<file path="src/rtl/multiword_add_pkg.sv">
// Shared types and helpers for the word-serial multi-precision adder.
package multiword_add_pkg;

  typedef enum logic [0:0] {
    IDLE = 1'b0,
    RUN  = 1'b1
  } state_e;

  // Word counter width; a single-word configuration still needs one bit.
  function automatic int unsigned cnt_width(input int unsigned words);
    if (words <= 1) begin
      return 1;
    end
    return $clog2(words);
  endfunction

endpackage

</file>
<file path="src/rtl/multiword_add_seq_nbitadd.sv">
// Combinational N-bit ripple adder: {Cout, Sum} = A + B + Cin.
module nbitAdd #(
  parameter int unsigned N = 4
) (
  input  logic [N-1:0] A,
  input  logic [N-1:0] B,
  input  logic         Cin,
  output logic [N-1:0] Sum,
  output logic         Cout
);

  logic [N:0] total;

  always_comb begin
    total = {1'b0, A} + {1'b0, B} + (N+1)'(Cin);
  end

  assign Sum  = total[N-1:0];
  assign Cout = total[N];

endmodule

</file>
<file path="src/rtl/multiword_add_seq.sv">
// Word-serial multi-precision adder: streams WORDS x WIDTH-bit operands LSW first,
// chaining the carry between beats around a single nbitAdd.
module multiword_add_seq
  import multiword_add_pkg::*;
#(
  parameter int unsigned WIDTH = 4,
  parameter int unsigned WORDS = 4
) (
  input  logic             clk,
  input  logic             rst_n,
  input  logic             in_valid,
  output logic             in_ready,
  input  logic [WIDTH-1:0] a_word,
  input  logic [WIDTH-1:0] b_word,
  input  logic             in_cin,
  output logic             out_valid,
  input  logic             out_ready,
  output logic [WIDTH-1:0] out_sum,
  output logic             out_last,
  output logic             out_cout,
  output logic             busy
);

  localparam int unsigned    CW       = cnt_width(WORDS);
  localparam logic [CW-1:0]  LAST_IDX = CW'(WORDS - 1);

  state_e           state_q, state_d;
  logic [CW-1:0]    cnt_q, cnt_d;
  logic             carry_q, carry_d;
  logic             out_valid_q, out_valid_d;
  logic [WIDTH-1:0] out_sum_q, out_sum_d;
  logic             out_last_q, out_last_d;
  logic             out_cout_q, out_cout_d;

  logic             accept;
  logic             is_last;
  logic             add_cin;
  logic [WIDTH-1:0] add_sum;
  logic             add_cout;

  // One-deep output register: a new beat may enter as the held one leaves.
  assign in_ready = !out_valid_q || out_ready;
  assign accept   = in_valid && in_ready;
  assign is_last  = (cnt_q == LAST_IDX);
  assign add_cin  = (cnt_q == '0) ? in_cin : carry_q;

  nbitAdd #(
    .N (WIDTH)
  ) u_add (
    .A    (a_word),
    .B    (b_word),
    .Cin  (add_cin),
    .Sum  (add_sum),
    .Cout (add_cout)
  );

  always_comb begin
    state_d     = state_q;
    cnt_d       = cnt_q;
    carry_d     = carry_q;
    out_valid_d = out_valid_q;
    out_sum_d   = out_sum_q;
    out_last_d  = out_last_q;
    out_cout_d  = out_cout_q;

    if (accept) begin
      out_valid_d = 1'b1;
      out_sum_d   = add_sum;
      out_last_d  = is_last;
      out_cout_d  = is_last ? add_cout : 1'b0;
      if (is_last) begin
        // Clearing the carry on wrap keeps one operation from leaking into the next.
        cnt_d   = '0;
        carry_d = 1'b0;
        state_d = IDLE;
      end else begin
        cnt_d   = cnt_q + CW'(1);
        carry_d = add_cout;
        state_d = RUN;
      end
    end else if (out_valid_q && out_ready) begin
      out_valid_d = 1'b0;
    end
  end

  always_ff @(posedge clk) begin
    if (!rst_n) begin
      state_q     <= IDLE;
      cnt_q       <= '0;
      carry_q     <= 1'b0;
      out_valid_q <= 1'b0;
      out_sum_q   <= '0;
      out_last_q  <= 1'b0;
      out_cout_q  <= 1'b0;
    end else begin
      state_q     <= state_d;
      cnt_q       <= cnt_d;
      carry_q     <= carry_d;
      out_valid_q <= out_valid_d;
      out_sum_q   <= out_sum_d;
      out_last_q  <= out_last_d;
      out_cout_q  <= out_cout_d;
    end
  end

  assign out_valid = out_valid_q;
  assign out_sum   = out_sum_q;
  assign out_last  = out_last_q;
  assign out_cout  = out_cout_q;
  assign busy      = (state_q == RUN);

endmodule

</file>
<file path="config.mk">
export PLATFORM = sky130hd
export DESIGN_NAME = multiword_add_seq
export DESIGN_NICKNAME = d
export VERILOG_FILES = /design/src/rtl/multiword_add_pkg.sv /design/src/rtl/multiword_add_seq_nbitadd.sv /design/src/rtl/multiword_add_seq.sv
export SDC_FILE = /design/constraint.sdc
export NUM_CORES = 1
export LEC_CHECK = 0
export CAP_MARGIN = 0
export CORE_MARGIN = 1
export CORE_UTILIZATION = 45
export DETAILED_ROUTE_END_ITERATION = 10
export HOLD_SLACK_MARGIN = 0.15
export PLACE_DENSITY_LB_ADDON = 0.08
export SLEW_MARGIN = 20
export SYNTH_ARGS = -nofsm -noshare
export SYNTH_HDL_FRONTEND = slang
export SYNTH_SLANG_ARGS = --single-unit
</file>
<file path="constraint.sdc">
create_clock -name clk -period 4.25 [get_ports clk]
set_input_delay 1.0625 -clock clk [delete_from_list [all_inputs] [get_ports clk]]
set_output_delay 1.0625 -clock clk [all_outputs]
set_load 0.1 [all_outputs]
</file>
==> results.py <==
metrics = {
    "status": {
        "status": "finished, final reports clean",
    },
    "grt": {
        "first_global_vias": 516,
        "grt_pass1_wl_um": 2150,
        "antenna_found_initial": 0,
        "grt_usage_pct": 22.7,
        "gr-total-overflow": 0,
        "grt_max_degree": 11,
    },
    "setup_path": {
        "r2r_end": "carry_q",
        "crit_chain": "clkdlybuf4s50_1 -> nand2b_4 -> buf_4",
        "rr_startpoint": "cnt_q[0]",
        "cp.arrival_ns": 1.97,
        "cp.required_ns": 3.19,
        "crit_path_end_kind": "primary output",
        "cp_max_fo": 4,
        "crit_buf_inv": 2,
        "path_class": "primary input to primary output",
        "critical_path.max_stage_delay_ns": 0.47,
        "reg2reg_slack_ns": 2.01,
        "cp_slowest_cell": "clkdlybuf4s50_1",
        "path_delay_family": "buffers and inverters",
        "start_kind": "primary input",
        "reg2regPathDepth": 10,
    },
    "finish": {
        "mostFrequentLayoutCell": "clkdlybuf4s50_1",
        "layout_common_cells": "clkdlybuf4s50_1 (20), dfxtp_1 (11), a21oi_1 (10), nand2_1 (10), inv_1 (7)",
        "fin_nets": 111,
        "syn2layout_area_growth_pct": 40.6,
        "fill_cells": 98,
        "fin_util_pct": 71.0,
        "final_layout_size_suffix_gt1_share_pct": 11.1,
        "diodes": 0,
    },
    "placed_design": {
        "globalplace.congestion": 0.795,
        "hpwl_um": 971,
        "place.port_buffers": 21,
    },
    "clock_tree": {
        "htree_levels": 1,
        "clockRootBuffer": "clkbuf_4",
        "cts_tree": "built",
        "clk_latency_ns": 0.27,
        "path_clk_slew_ns": 0.07,
        "post_cts_buffers": 0,
        "clock_path_buffers": 2,
        "clkSinkCount": 11,
        "cts-buffers-inserted": 3,
        "holdBufCountCts": 0,
        "postCtsResizedCells": 0,
    },
    "hold_path": {
        "worstHoldStart": "out_sum[2]",
        "hold_class": "register to register",
        "hold_depth": 2,
        "min_to": "out_sum[2]",
    },
    "detailed_routing": {
        "drc": 0,
        "postRouteAntennaNets": 0,
        "drtPass1Iterations": 4,
        "wl_per_cell_um": 12.1,
        "wl_um": 1260,
        "vias": 556,
        "avgViaCountPerCell": 5.35,
        "drt-initial-drc-count": 7,
    },
    "logic_synthesis": {
        "synth.largest_area_cell": "dfxtp_1",
        "yosysWarnings": 0,
        "ys_types": 23,
        "synth.top_cell.area_share_pct": 37.2,
        "yosysSeqAreaShare_pct": 37.2,
        "synth.area.top_cells": "dfxtp_1 (37%), ha_1 (11%), a21oi_1 (8.5%)",
        "syn_area_um2": 592,
        "synth_nets": 86,
        "syn_area_per_cell_um2": 8.97,
        "syn_inst": 66,
        "ys_ff_latch": 11,
    },
    "sta": {
        "setup_viol": 0,
        "fin_crit_ns": 3.03,
        "fmax_ghz": 0.330,
        "slew_headroom_pct": 35.5,
        "worstMarginPinSlew_ns": 0.964,
        "setup_tns_ns": 0,
        "rsz0062_at_grt": "no",
        "hold_viol_final": 0,
        "clock_skew_ns": 0.00518,
        "period_share_pct": 71.4,
        "slew_violations": 0,
    },
    "pwr": {
        "p_leak_nw": 0.349,
        "vdd_drop_max_mv": 0.212,
        "power_density_mw_per_mm2": 349,
    },
    "die": {
        "die_w_um": 38.3,
        "num_io_pins": 22,
        "fp.dieH_um": 38.3,
        "start_util_pct": 50.5,
        "core_mm2": 0.00117,
        "rows": 12,
        "die_area_mm2": 0.00146,
    },
    "job": {
        "maxCapViolCount": 0,
    },
}
[Yosys cell counts (all sizes together)]
| library cell | n |
|---|---|
| a211oi | 1 |
| dfxtp | 11 |
| nand2b | 1 |
| nand3 | 4 |
| a21oi | 11 |
| nor2 | 1 |
| nand2 | 11 |
| or3 | 1 |
| buf | 1 |
| a21o | 1 |
| and2 | 1 |
| mux2 | 1 |
| inv | 8 |
| o21ai | 3 |
| o41ai | 1 |
| ha | 5 |
| and3 | 1 |
| xnor2 | 1 |
| fa | 2 |
[sequential cells by signal, indices dropped and copies added (netlist names)]
register   flops
out_valid      1
cnt_q          2
out_last       1
carry_q        1
out_sum        4
out_cout       1
busy           1
[worst min-delay path, cell delays in order (launching register included)]
cell	delay, ns
dfxtp_1	0.31
nand2_1	0.05
a21oi_1	0.05
[kinds of logic (layout without fill, tap and decap cells)]
logic type | Yosys count | in the layout | synth area share (%)
adders and majority gates | 7 | 7 | 17.3
and+or+nand+nor | 20 | 20 | 17.8
DFF | 11 | 11 | 37.2
muxes | 1 | 1 | 1.90
xor gates and xnor gates | 1 | 1 | 1.48
buffers and inverters | 9 | 33 | 6.98
AOI/OAI and AO/OA | 17 | 17 | 17.3
[metrics by stage]
stage	setup slack, ns	cells	hold WS, ns	instance area, um2	total power, mW
2_1_floorplan	1.76	66	0.436	592	0.191
3_3_place_gp	1.23	100	0.442	806	0.218
3_5_place_dp	1.20	100	0.448	806	0.220
4_1_cts	1.21	104	0.458	832	0.293
5_1_grt	1.19	104	0.487	832	0.305
6_report	1.22	104	0.453	832	0.290
[how the worst max path moves through the flow]
stage                          from  endpoint  cells past startpoint
after floorplan              in_cin  out_cout                      8
after CTS                 out_ready  in_ready                      3
after detailed placement     in_cin   carry_q                      9
after global routing      out_ready  in_ready                      3
final                     out_ready  in_ready                      3
after global placement    out_ready  in_ready                      3
[where the power goes]
group	switching, mW	internal (mW)	leakage, nW	total [mW]
clock	0.0356	0.0364	0.0150	0.0721
combinational	0.0675	0.0358	0.244	0.103
sequential	0.00464	0.110	0.0905	0.115
[final cells by class]
type	instances	area [um2]	share of cell area, %
multi-input cells	46	330	39.7
well taps	14	17.5	2.11
inverters	8	30.0	3.61
clock buffers	4	26.3	3.16
flip-flops and latches	11	220	26.5
repair buffers	21	208	25.0
[metal layers]
layer	up-vias	GRT usage, %	part of all wire [%]
met3	4	10.5	6.0
met2	18	41.5	52
met1	260	21.9	41
li1	274	-	-
met4	0	8.04	1.4
met5	-	0	0
Note: power is estimated with default switching activity, not from simulation.
